`src/rtl/tx_serial_fila_controle_pkg.sv`:
```
// Shared state codes and default sizes for the serial transmit queue controller.
package tx_serial_fila_controle_pkg;

  typedef enum logic [2:0] {
    INICIAL = 3'b000,
    CARREGA = 3'b001,
    PARTIDA = 3'b010,
    ESPERA  = 3'b011,
    FINAL   = 3'b100,
    ERRO    = 3'b101
  } estado_t;

  localparam int LARG_ESTADO         = 3;
  localparam int LARG_DADO_PADRAO    = 7;
  localparam int PROFUNDIDADE_PADRAO = 8;

endpackage

```
`src/rtl/tx_serial_fila_controle_if.sv`:
```
// Producer-side and transmitter-side signals of the queue controller, plus debug taps.
interface tx_serial_fila_controle_if
  import tx_serial_fila_controle_pkg::*;
#(
  parameter int PROFUNDIDADE = PROFUNDIDADE_PADRAO,
  parameter int LARG_DADO    = LARG_DADO_PADRAO
);
  logic                          escreve;
  logic [LARG_DADO-1:0]          dado_escrita;
  logic                          cheia;
  logic                          vazia;
  logic                          transbordo;
  logic                          erro;
  logic                          ocupado;
  logic                          tx_partida;
  logic [LARG_DADO-1:0]          tx_dados;
  logic                          tx_pronto;
  logic [LARG_ESTADO-1:0]        db_estado;
  logic [$clog2(PROFUNDIDADE):0] db_contagem;

  modport master (
    output escreve, dado_escrita, tx_pronto,
    input  cheia, vazia, transbordo, erro, ocupado, tx_partida, tx_dados,
           db_estado, db_contagem
  );

  modport slave (
    input  escreve, dado_escrita, tx_pronto,
    output cheia, vazia, transbordo, erro, ocupado, tx_partida, tx_dados,
           db_estado, db_contagem
  );
endinterface

```
`src/rtl/tx_serial_fila_controle_fila.sv`:
```
// Synchronous FIFO; combinational head read, write/pop take effect on the clock edge.
// A write while full is accepted only when a pop happens in the same cycle.
module fila_sincrona
  import tx_serial_fila_controle_pkg::*;
#(
  parameter int PROFUNDIDADE = PROFUNDIDADE_PADRAO,
  parameter int LARG_DADO    = LARG_DADO_PADRAO
) (
  input  logic                          clock,
  input  logic                          reset,
  input  logic                          escreve,
  input  logic                          le,
  input  logic [LARG_DADO-1:0]          dado_escrita,
  output logic [LARG_DADO-1:0]          dado_leitura,
  output logic                          cheia,
  output logic                          vazia,
  output logic [$clog2(PROFUNDIDADE):0] contagem
);
  localparam int LARG_PTR  = $clog2(PROFUNDIDADE);
  localparam int LARG_CONT = LARG_PTR + 1;

  logic [LARG_DADO-1:0] mem [PROFUNDIDADE];
  logic [LARG_PTR-1:0]  ptr_esc;
  logic [LARG_PTR-1:0]  ptr_le;
  logic                 pop;
  logic                 aceita;

  assign pop          = le && !vazia;
  assign aceita       = escreve && (!cheia || pop);
  assign cheia        = (contagem == LARG_CONT'(PROFUNDIDADE));
  assign vazia        = (contagem == '0);
  assign dado_leitura = mem[ptr_le];

  // Storage carries no reset: occupancy alone decides what is valid.
  always_ff @(posedge clock) begin
    if (aceita) mem[ptr_esc] <= dado_escrita;
  end

  always_ff @(posedge clock or negedge reset) begin
    if (!reset) begin
      ptr_esc  <= '0;
      ptr_le   <= '0;
      contagem <= '0;
    end else begin
      if (aceita) ptr_esc <= ptr_esc + LARG_PTR'(1);
      if (pop)    ptr_le  <= ptr_le + LARG_PTR'(1);
      case ({aceita, pop})
        2'b10:   contagem <= contagem + LARG_CONT'(1);
        2'b01:   contagem <= contagem - LARG_CONT'(1);
        default: contagem <= contagem;
      endcase
    end
  end
endmodule

```
`src/rtl/tx_serial_fila_controle.sv`:
```
// Queues characters and hands them one at a time to tx_serial_N2 via partida/pronto.
// First write to partida is 3 cycles; a missing pronto edge is abandoned after TIMEOUT cycles.
module tx_serial_fila_controle
  import tx_serial_fila_controle_pkg::*;
#(
  parameter int PROFUNDIDADE  = PROFUNDIDADE_PADRAO,
  parameter int LARG_DADO     = LARG_DADO_PADRAO,
  parameter int PULSO_PARTIDA = 1,
  parameter int TIMEOUT       = 100000
) (
  input logic                      clock,
  input logic                      reset,
  tx_serial_fila_controle_if.slave bus
);
  localparam int LARG_WD    = $clog2(TIMEOUT + 1);
  localparam int LARG_PULSO = $clog2(PULSO_PARTIDA + 1);

  estado_t                       estado;
  estado_t                       proximo;
  logic [LARG_WD-1:0]            cont_wd;
  logic [LARG_PULSO-1:0]         cont_pulso;
  logic                          pronto_ant;
  logic                          borda_pronto;
  logic                          estoura_wd;
  logic                          fim_pulso;
  logic                          le;
  logic                          aceita;
  logic                          partida_q;
  logic [LARG_DADO-1:0]          dados_q;
  logic                          transbordo_q;
  logic                          erro_q;
  logic [LARG_DADO-1:0]          cabeca;
  logic                          cheia;
  logic                          vazia;
  logic [$clog2(PROFUNDIDADE):0] contagem;

  fila_sincrona #(
    .PROFUNDIDADE (PROFUNDIDADE),
    .LARG_DADO    (LARG_DADO)
  ) u_fila (
    .clock        (clock),
    .reset        (reset),
    .escreve      (bus.escreve),
    .le           (le),
    .dado_escrita (bus.dado_escrita),
    .dado_leitura (cabeca),
    .cheia        (cheia),
    .vazia        (vazia),
    .contagem     (contagem)
  );

  assign le           = (estado == CARREGA);
  assign aceita       = bus.escreve && (!cheia || le);
  assign borda_pronto = bus.tx_pronto && !pronto_ant;
  assign estoura_wd   = (cont_wd == LARG_WD'(TIMEOUT - 1));
  assign fim_pulso    = (cont_pulso == LARG_PULSO'(PULSO_PARTIDA - 1));

  always_comb begin
    proximo = estado;
    case (estado)
      INICIAL: if (!vazia) proximo = CARREGA;
      CARREGA: proximo = PARTIDA;
      PARTIDA: if (fim_pulso) proximo = ESPERA;
      ESPERA: begin
        if (borda_pronto)    proximo = FINAL;
        else if (estoura_wd) proximo = ERRO;
      end
      FINAL:   proximo = INICIAL;
      ERRO:    proximo = INICIAL;
      default: proximo = INICIAL;
    endcase
  end

  always_ff @(posedge clock or negedge reset) begin
    if (!reset) begin
      estado       <= INICIAL;
      partida_q    <= 1'b0;
      dados_q      <= '0;
      pronto_ant   <= 1'b0;
      cont_wd      <= '0;
      cont_pulso   <= '0;
      transbordo_q <= 1'b0;
      erro_q       <= 1'b0;
    end else begin
      estado     <= proximo;
      // Decoded from the next state so partida comes straight off a flop.
      partida_q  <= (proximo == PARTIDA);
      pronto_ant <= bus.tx_pronto;
      if (le) dados_q <= cabeca;
      cont_pulso <= (estado == PARTIDA) ? cont_pulso + LARG_PULSO'(1) : '0;
      cont_wd    <= (estado == ESPERA)  ? cont_wd + LARG_WD'(1)       : '0;
      if (bus.escreve && !aceita) transbordo_q <= 1'b1;
      if (estado == ESPERA && !borda_pronto && estoura_wd) erro_q <= 1'b1;
      else if (aceita)                                     erro_q <= 1'b0;
    end
  end

  assign bus.cheia       = cheia;
  assign bus.vazia       = vazia;
  assign bus.transbordo  = transbordo_q;
  assign bus.erro        = erro_q;
  assign bus.ocupado     = (estado != INICIAL);
  assign bus.tx_partida  = partida_q;
  assign bus.tx_dados    = dados_q;
  assign bus.db_estado   = estado;
  assign bus.db_contagem = contagem;
endmodule

```
`src/flat_wrapper.sv`:
```
// flat-port wrapper written by rule: the top's interface ports become plain ports
module tx_serial_fila_controle_flat import tx_serial_fila_controle_pkg::*;
#(
  parameter int PROFUNDIDADE  = PROFUNDIDADE_PADRAO,
  parameter int LARG_DADO     = LARG_DADO_PADRAO,
  parameter int PULSO_PARTIDA = 1,
  parameter int TIMEOUT       = 100000
)
  (clock, reset, bus_escreve, bus_dado_escrita, bus_tx_pronto, bus_cheia, bus_vazia, bus_transbordo, bus_erro, bus_ocupado, bus_tx_partida, bus_tx_dados, bus_db_estado, bus_db_contagem);
  tx_serial_fila_controle_if #(.PROFUNDIDADE(PROFUNDIDADE), .LARG_DADO(LARG_DADO)) bus_i ();
  input logic clock;
  input logic reset;
  input wire logic [$bits(bus_i.escreve)-1:0] bus_escreve;
  input wire logic [$bits(bus_i.dado_escrita)-1:0] bus_dado_escrita;
  input wire logic [$bits(bus_i.tx_pronto)-1:0] bus_tx_pronto;
  output wire logic [$bits(bus_i.cheia)-1:0] bus_cheia;
  output wire logic [$bits(bus_i.vazia)-1:0] bus_vazia;
  output wire logic [$bits(bus_i.transbordo)-1:0] bus_transbordo;
  output wire logic [$bits(bus_i.erro)-1:0] bus_erro;
  output wire logic [$bits(bus_i.ocupado)-1:0] bus_ocupado;
  output wire logic [$bits(bus_i.tx_partida)-1:0] bus_tx_partida;
  output wire logic [$bits(bus_i.tx_dados)-1:0] bus_tx_dados;
  output wire logic [$bits(bus_i.db_estado)-1:0] bus_db_estado;
  output wire logic [$bits(bus_i.db_contagem)-1:0] bus_db_contagem;
  assign bus_i.escreve = bus_escreve;
  assign bus_i.dado_escrita = bus_dado_escrita;
  assign bus_i.tx_pronto = bus_tx_pronto;
  assign bus_cheia = bus_i.cheia;
  assign bus_vazia = bus_i.vazia;
  assign bus_transbordo = bus_i.transbordo;
  assign bus_erro = bus_i.erro;
  assign bus_ocupado = bus_i.ocupado;
  assign bus_tx_partida = bus_i.tx_partida;
  assign bus_tx_dados = bus_i.tx_dados;
  assign bus_db_estado = bus_i.db_estado;
  assign bus_db_contagem = bus_i.db_contagem;
  tx_serial_fila_controle #(.PROFUNDIDADE(PROFUNDIDADE), .LARG_DADO(LARG_DADO), .PULSO_PARTIDA(PULSO_PARTIDA), .TIMEOUT(TIMEOUT)) u_core (.clock(clock), .reset(reset), .bus(bus_i));
endmodule
```
`config.mk`:
```
export PLATFORM = sky130hd
export DESIGN_NAME = tx_serial_fila_controle_flat
export DESIGN_NICKNAME = d
export VERILOG_FILES = /design/src/rtl/tx_serial_fila_controle_pkg.sv /design/src/rtl/tx_serial_fila_controle_if.sv /design/src/rtl/tx_serial_fila_controle_fila.sv /design/src/rtl/tx_serial_fila_controle.sv /design/src/flat_wrapper.sv
export SDC_FILE = /design/constraint.sdc
export NUM_CORES = 1
export LEC_CHECK = 0
export ABC_CLOCK_PERIOD_IN_PS = 5220
export BUFFER_PORTS_ARGS = -buffer_cell sky130_fd_sc_hd__buf_4
export CAP_MARGIN = 20
export CORE_MARGIN = 2
export CORE_UTILIZATION = 52
export DETAILED_ROUTE_END_ITERATION = 10
export PLACE_DENSITY = 0.7
export SYNTH_ARGS = -nofsm -noshare
export SYNTH_HDL_FRONTEND = slang
export SYNTH_SLANG_ARGS = --single-unit
```
`constraint.sdc`:
```
create_clock -name clock -period 5.22 [get_ports clock]
set_clock_uncertainty 0.05 [all_clocks]
set_input_delay 0.783 -clock clock [delete_from_list [all_inputs] [get_ports clock]]
set_output_delay 0.783 -clock clock [all_outputs]
set_load 0.01 [all_outputs]
```
==> summary.md, run 1 <==
| Metric | Value |
|---|---|
| R2R cell count | 9 |
| Site Rows | 32 |
| Worst setup SP type | flop |
| Syn avg cell area | 14.53 um^2 |
| Worst Tran Pin Value | 0.9984 ns |
| Slew Viols, Final | 0 |
| Die W | 93.25 um |
| Fraction of the yosys area taken by sequential cells | 65.98% |
| CTS resizes | 0 |
| ANT cells | 0 |
| Ys flop type | edfxtp_1 |
| Vias per cell | 5.572 |
| Area of the multi-input gates | 0.001330 mm^2 |
| Post-synthesis adder-cell area fraction | 1.994% |
| Clock Latency Late Sink | 0.37 ns |
| Status | complete, no violations |
| Combinational share of power | 29.9% |
| Core ar. | 0.007727 mm^2 |
| Area growth syn-to-layout | 11.93% |
| Routability Congestion | 0.7674 |
| Via count | 2368 |
| Reg2reg setup slack | 2.24 ns |
| Net Switching | 793.7 uW |
| Cells after synthesis | 285 |
| Multiplexer share of the synthesized area | 10.45% |
| Hold Buf Count CTS | 0 |
| Yosys reg bits | 98 |
| Starting density of the core | 53.59% |
| Post-route ant nets | 0 |
| TritonCTS clock tree | built |
| Required time of the critical path | 5.40 ns |
| Reg2reg start | u_core.bus.db_estado[0]$_DFF_PN0_ |
| Setup bufs post-CTS | 0 |
| Initial DRT Pass Iterations | 4 |
| Largest net degree at the start of global routing | 43 |
| RSZ-0062 raised after global routing | no |
| Post-Synth XOR/XNOR Area | 3.384% |
| CTS root buf | clkbuf_8 |
| Switching portion of total power | 34.22% |
| DRC | 0 |
| Largest family of logic cells by synthesized area | simple AND/OR/NAND/NOR gates |
| Maxcap violations | 0 |
| Post-route setup TNS | 0 ns |
| Vias in the first global route | 2356 |
| Reg power frac | 50.1% |
| Buffers on Ports | 30 |
| First-pass GRT wire length | 12150 um |
| Relative slew slack | 33.44% |
| Netlist Area Pre-Place | 0.004141 mm^2 |
| Synth Area in Simple Gates | 12.02% |
| GR Overflow Total | 0 |
| FF+latch area | 0.002733 mm^2 |
| Crit end category | flop |
| FMAX | 336.1 MHz |
| Die area | 0.008695 mm^2 |
| I/O pins | 31 |
| Fill count | 590 |
| Tmin final | 2.975 ns |
| Final period util | 57.00% |
| Final instance area | 0.004636 mm^2 |
| Layout cells sized above 1 | 22.91% |
| Finish-stage setup viols | 0 |
| Clock sinks | 98 |
| Library cells used by synthesis | 49 |
| Max H-tree Level | 3 |
| Worst vdd ir | 0.2141 mV |
| HP Class | input port to asynchronous set/reset pin |
| Wire per inst | 17.36 um |
| Worst EP arrival | 3.16 ns |
| WL final | 7380 um |
| Clock power share | 20.0% |
| Worst Path Max Fanout | 18 |
| Compound-Gate Fraction of Synth Area | 4.260% |
| P_int | 1526 uW |
| 1st-iter DRT viols | 194 |
| CTS Buf Count | 9 |
| Async SR Flop Fraction | 42.86% |
| Final hold vios | 0 |
| Clk buf depth | 2 |
| WS Path Type | flop to flop |
| DP HPWL | 4877 um |
| PwrDens | 500.4 mW/mm^2 |
| Die H | 93.25 um |
| Nets | 335 |
| Leakage | 0.001770 uW |
| CTS clk-pin slew, worst paths | 0.11 ns |
| Post-synth EDFFs | 56 |
| Mapped Nets | 302 |
| Antenna violations before repair | 0 |
| Reg-to-Reg End | u_core.u_fila.contagem[3]$_DFFE_PN0P_ |
| GRT Util Overall | 18.73% |
| Synth warn | 0 |
| DP Area | 0.004446 mm^2 |
-- final cells by class --
class	count	share of cell area, %
Timing Repair Buffer	31	4.966
Clock buffer	9	2.672
Clock inverter	7	1.323
Sequential cell	98	58.95
Multi-Input combinational cell	170	28.69
Tap cell	102	2.753
Inverter	8	0.6478
-- metrics by stage --
step	util (%)	worst slack (ns)	hold WS, ns	power, uW	cells
6_report	59.99	2.245	0.3345	2320	425
5_1_grt	59.99	1.999	0.3817	2468	425
4_1_cts	59.93	2.170	0.3516	2338	424
3_5_place_dp	57.53	2.201	0.3885	1876	408
3_3_place_gp	57.53	2.325	0.3906	1859	408
2_1_floorplan	-	2.720	0.3703	1638	285
-- sequential cells by signal, summed over array words and instances, names as in the netlist --
name	count
u_core.u_fila.ptr_esc	3
u_core.bus.db_estado	3
u_core.u_fila.ptr_le	3
u_core.bus.tx_partida	1
u_core.bus.transbordo	1
u_core.u_fila.contagem	4
u_core.bus.erro	1
u_core.cont_wd	17
u_core.u_fila.mem	56
u_core.pronto_ant	1
u_core.bus.tx_dados	7
u_core.cont_pulso	1
-- power by group through the flow --
stage,sequential [uW],combinational [uW],clock (uW)
finish,1160,694,464
global route,1190,773,504
CTS,1170,699,473
detailed placement,1180,693,0
global placement,1180,682,0
floorplan,1100,539,0
-- cells in the final DEF, fill, tap and decap left out, drive strengths merged, types with 2 or more instances in the layout --
| cell | n |
|---|---|
| mux2 | 3 |
| clkinv | 3 |
| clkbuf | 10 |
| nor3 | 7 |
| nand3 | 9 |
| a31oi | 2 |
| nor4 | 5 |
| a21oi | 5 |
| or3 | 2 |
| or4 | 2 |
| dfrtp | 42 |
| or4b | 2 |
| a211o | 2 |
| xnor2 | 12 |
| nand2 | 29 |
| nand4 | 3 |
| nand2b | 4 |
| nor2 | 23 |
| edfxtp | 56 |
| o211ai | 2 |
| mux2i | 8 |
| o21ai | 12 |
| nor3b | 2 |
| inv | 11 |
| mux4 | 14 |
| ha | 5 |
| and3b | 2 |
| xor2 | 4 |
| buf | 30 |
-- worst max-delay path: stages (launching register included) --
cell,delay [ns]
dfrtp_1,0.51
or3b_1,0.68
nor2_2,0.30
nand2_2,0.10
inv_1,0.09
ha_1,0.27
a21oi_1,0.27
nand2_1,0.11
o311ai_0,0.33
o211ai_1,0.14
-- cells by family after synthesis --
| family | Yosys count |
|---|---|
| DFF | 98 |
| and+or+nand+nor | 95 |
| adders and majority gates | 6 |
| xor gates and xnor gates | 16 |
| buffers and inverters | 17 |
| muxes | 25 |
| AOI/OAI and AO/OA | 28 |
-- synth_stat cells, types with 3 or more instances --
cell | count | area, um^2
nor4_1 | 4 | 25.02
mux2i_1 | 8 | 80.08
buf_2 | 3 | 15.01
nand2b_1 | 4 | 25.02
ha_1 | 5 | 62.56
o21ai_0 | 12 | 60.06
nor2_1 | 22 | 82.58
xnor2_1 | 12 | 105.1
nor3_1 | 7 | 35.03
mux4_2 | 14 | 315.3
xor2_1 | 4 | 35.03
edfxtp_1 | 56 | 1682
dfrtp_1 | 42 | 1051
inv_1 | 8 | 30.03
a21oi_1 | 5 | 25.02
nand2_1 | 28 | 105.1
nand3_1 | 7 | 35.03
nand4_1 | 3 | 18.77
-- per-layer routing --
layer,part of all wire [%],routed length (um),GRT usage (%)
met1,46,3420,26.50
met2,49,3584,29.02
met3,3.2,236,3.384
met4,1.9,138,7.598
met5,0,0,0
-- worst max-delay path by stage --
stage,cells after the start,endpoint,from
after floorplan,11,u_core.u_fila.contagem[3]$_DFFE_PN0P_,u_core.bus.db_estado[1]$_DFF_PN0_
after global placement,4,u_core.u_fila.mem[1][1]$_DFFE_PP_,u_core.bus.db_estado[0]$_DFF_PN0_
after detailed placement,4,u_core.u_fila.mem[1][3]$_DFFE_PP_,u_core.bus.db_estado[0]$_DFF_PN0_
after CTS,4,u_core.u_fila.mem[1][5]$_DFFE_PP_,u_core.bus.db_estado[0]$_DFF_PN0_
after global routing,9,u_core.u_fila.contagem[3]$_DFFE_PN0P_,u_core.bus.db_estado[0]$_DFF_PN0_
final,9,u_core.u_fila.contagem[3]$_DFFE_PN0P_,u_core.bus.db_estado[0]$_DFF_PN0_
No activity file was read; power rests on OpenSTA's default activity.
==> run 2: changes to the inputs <==
--- a/config.mk
+++ b/config.mk
@@ -5,7 +5,7 @@
 export SDC_FILE = /design/constraint.sdc
 export NUM_CORES = 1
 export LEC_CHECK = 0
-export ABC_CLOCK_PERIOD_IN_PS = 5220
+export ABC_CLOCK_PERIOD_IN_PS = 3050
 export BUFFER_PORTS_ARGS = -buffer_cell sky130_fd_sc_hd__buf_4
 export CAP_MARGIN = 20
 export CORE_MARGIN = 2
==> constraint.sdc (replaced) <==
create_clock -name clock -period 3.05 [get_ports clock]
set_clock_uncertainty 0.05 [all_clocks]
set_input_delay 0.4575 -clock clock [delete_from_list [all_inputs] [get_ports clock]]
set_output_delay 0.4575 -clock clock [all_outputs]
set_load 0.01 [all_outputs]
==> summary.md, run 2 (synthesis gave the netlist of run 1 again) <==
| Metric | Value |
|---|---|
| Initial DRT Pass Iterations | 4 (unchanged) |
| Total Power | 3986 uW (+72%) |
| Routability Congestion | 0.8270 (+7.8%) |
| CTS Buf Count | 9 (unchanged) |
| Post-route ant nets | 0 (unchanged) |
| Commonest cells after routing, fill and taps aside | 56 x edfxtp_1, 42 x dfrtp_1, 40 x buf_4 |
| Fill count | 598 (+1.4%) |
| Final instance area | 0.004705 mm^2 (+1.5%) |
| Worst EP arrival | 2.74 ns (-0.42 ns) |
| Wire per inst | 16.94 um (-2.5%) |
| Crit end category | flop |
| Antenna violations before repair | 0 (unchanged) |
| First-pass GRT wire length | 12270 um (+0.97%) |
| Starting density of the core | 53.59% (unchanged) |
| WS Path Type | flop to flop |
| Clock Latency Late Sink | 0.36 ns (about the same) |
| Met2 routed WL | 3578 um (-0.17%) |
| Via count | 2401 (+1.4%) |
| I/O pins | 31 (unchanged) |
| CP max stage delay | 0.50 ns (-0.18 ns) |
| Site Rows | 32 (unchanged) |
| Worst setup SP type | flop |
| Final hold vios | 0 (unchanged) |
| Leakage | 0.001816 uW (+2.6%) |
| CTS root buf | clkbuf_8 |
| Layout cells sized above 1 | 24.70% (+1.8 points) |
| HP Class | input port to asynchronous set/reset pin |
| Vias in the first global route | 2409 (+2.2%) |
| Core ar. | 0.007727 mm^2 (unchanged) |
| Worst Tran Pin Value | 0.7389 ns (-0.2595 ns) |
| ANT cells | 0 (unchanged) |
| Maxcap violations | 0 (unchanged) |
| PwrDens | 847.3 mW/mm^2 (+69%) |
| CP max stage cell | dfrtp_1 |
| Met3 wire length | 225 um (-4.7%) |
| Max reg flops | 56 (unchanged) |
| Crit-path leading delay family | simple AND/OR/NAND/NOR gates |
| 1st-iter DRT viols | 115 (-41%) |
| P_int | 2646 uW (+73%) |
| Commonest non-fill, non-tap cell in the layout | edfxtp_1 |
| Relative slew slack | 50.74% (+17 points) |
| Largest net degree at the start of global routing | 43 (unchanged) |
| TritonCTS clock tree | built |
| Setup bufs post-CTS | 0 (unchanged) |
| Clk buf depth | 2 (unchanged) |
| Buffers on Ports | 30 (unchanged) |
| Status | complete, no violations |
| CTS clk-pin slew, worst paths | 0.10 ns (about the same) |
| DRT met1 WL | 3448 um (+0.82%) |
| Hold Buf Count CTS | 0 (unchanged) |
| Die area | 0.008695 mm^2 (unchanged) |
| Worst Path Max Fanout | 10 (-8) |
| Top sig layer | met4 |
| DRC | 0 (unchanged) |
| Clock power share | 19.5% (-0.5 points) |
| Worst path bufs/invs | 1 (unchanged) |
| Net Switching | 1340 uW (+69%) |
| GR Overflow Total | 0 (unchanged) |
| Max H-tree Level | 3 (unchanged) |
| Final period util | 84.06% (+27 points) |
| Area growth syn-to-layout | 13.60% |
| Switching portion of total power | 33.61% (-0.61 points) |
| CTS resizes | 0 (unchanged) |
| Reg power frac | 49.0% (-1.1 points) |
| Biggest register | u_core.u_fila.mem |
| DP Area | 0.004521 mm^2 (+1.7%) |
| WL final | 7351 um (-0.39%) |
| Post-route setup TNS | 0 ns (unchanged) |
| Worst vdd ir | 0.4759 mV (+120%) |
| Crit-path cells | or3b_1, nor2_2, nand2_2, inv_1, ha_1, a21oi_1, nand2_1, o311ai_0, o211ai_1 |
| Vias per cell | 5.532 (-0.71%) |
| Slew Viols, Final | 0 (unchanged) |
| RSZ-0062 raised after global routing | no |
| Combinational share of power | 31.5% (+1.6 points) |
| Clock sinks | 98 (unchanged) |
| DP HPWL | 4912 um (+0.71%) |
| Die W | 93.25 um (unchanged) |
| Nets | 344 (+2.7%) |
| Tmin final | 2.564 ns (-0.4117 ns) |
| FMAX | 390.1 MHz (+16%) |
| Finish-stage setup viols | 0 (unchanged) |
| Required time of the critical path | 3.22 ns (-2.18 ns) |
| Die H | 93.25 um (unchanged) |
| GRT Util Overall | 18.69% (-0.031 points) |
[run 2: cell count changes in the layout (fill, tap and decap cells not counted)]
cell      delta
buf_4       +10
clkbuf_2     -1
clkinv_2     -1
clkinv_1     +1
[run 2: metal layers]
metal  up-vias  GRT usage (%)
met5         -              0
met2        39          29.38
li1       1151              -
met1      1202          26.33
met3         9          3.787
met4         0          6.373
[run 2: cell type report]
cell class / count / area (um^2) / share of cell area [%]
sequential: 98 / 2733 / 58.09
multi-input combinational: 170 / 1330 / 28.27
timing repair buffer: 40 / 300.3 / 6.383
tap: 102 / 127.6 / 2.713
clock buffer: 9 / 123.9 / 2.633
clock inverter: 7 / 60.06 / 1.277
inverter: 8 / 30.03 / 0.6383
[run 2: power by group through the flow]
stage          logic, uW  registers [uW]  clock network [uW]
2_1_floorplan        922            1880                   0
3_3_place_gp        1260            1970                   0
3_5_place_dp        1280            1980                   0
4_1_cts             1280            1950                 801
5_1_grt             1410            1990                 855
6_report            1260            1950                 777
[run 2: worst reg2reg max path: cells and delay by family, from the launching register on]
kind	cells	cell delay [ns]
adder cells (fa/ha/maj)	1	0.27
AO/OA/AOI/OAI	3	0.68
buffers and inverters	1	0.10
AND/OR/NAND/NOR	4	0.83
flip-flops	1	0.50
[run 2: per-stage QoR]
| step | std cells | util [%] | hold slack, ns | setup slack, ns |
|---|---|---|---|---|
| after floorplan | 285 | - | 0.1119 | 0.5498 |
| after detailed placement | 418 | 58.50 | 0.4072 | 0.5099 |
| after global placement | 418 | 58.50 | 0.3900 | 0.6282 |
| after global routing | 434 | 60.88 | 0.06587 | 0.2614 |
| after CTS | 434 | 60.88 | 0.04099 | 0.4785 |
| final | 434 | 60.88 | 0.01820 | 0.4862 |
[run 2: worst paths after layout]
check / slack, ns / start / endpoint / cells after the start
setup / recovery: 0.49 / u_core.bus.db_estado[0]$_DFF_PN0_ / u_core.u_fila.contagem[3]$_DFFE_PN0P_ / 9
hold / removal: 0.02 / reset / u_core.cont_wd[8]$_DFF_PN0_ / 1
setup reg to reg: 0.49 / u_core.bus.db_estado[0]$_DFF_PN0_ / u_core.u_fila.contagem[3]$_DFFE_PN0P_ / 9
hold reg to reg: 0.42 / u_core.cont_pulso$_DFF_PN0_ / u_core.cont_pulso$_DFF_PN0_ / 1
max in group asynchronous: 2.54 / reset / u_core.bus.tx_dados[4]$_DFFE_PN0N_ / 1
min in group clock: 0.17 / bus_tx_pronto / u_core.pronto_ant$_DFF_PN0_ / 1
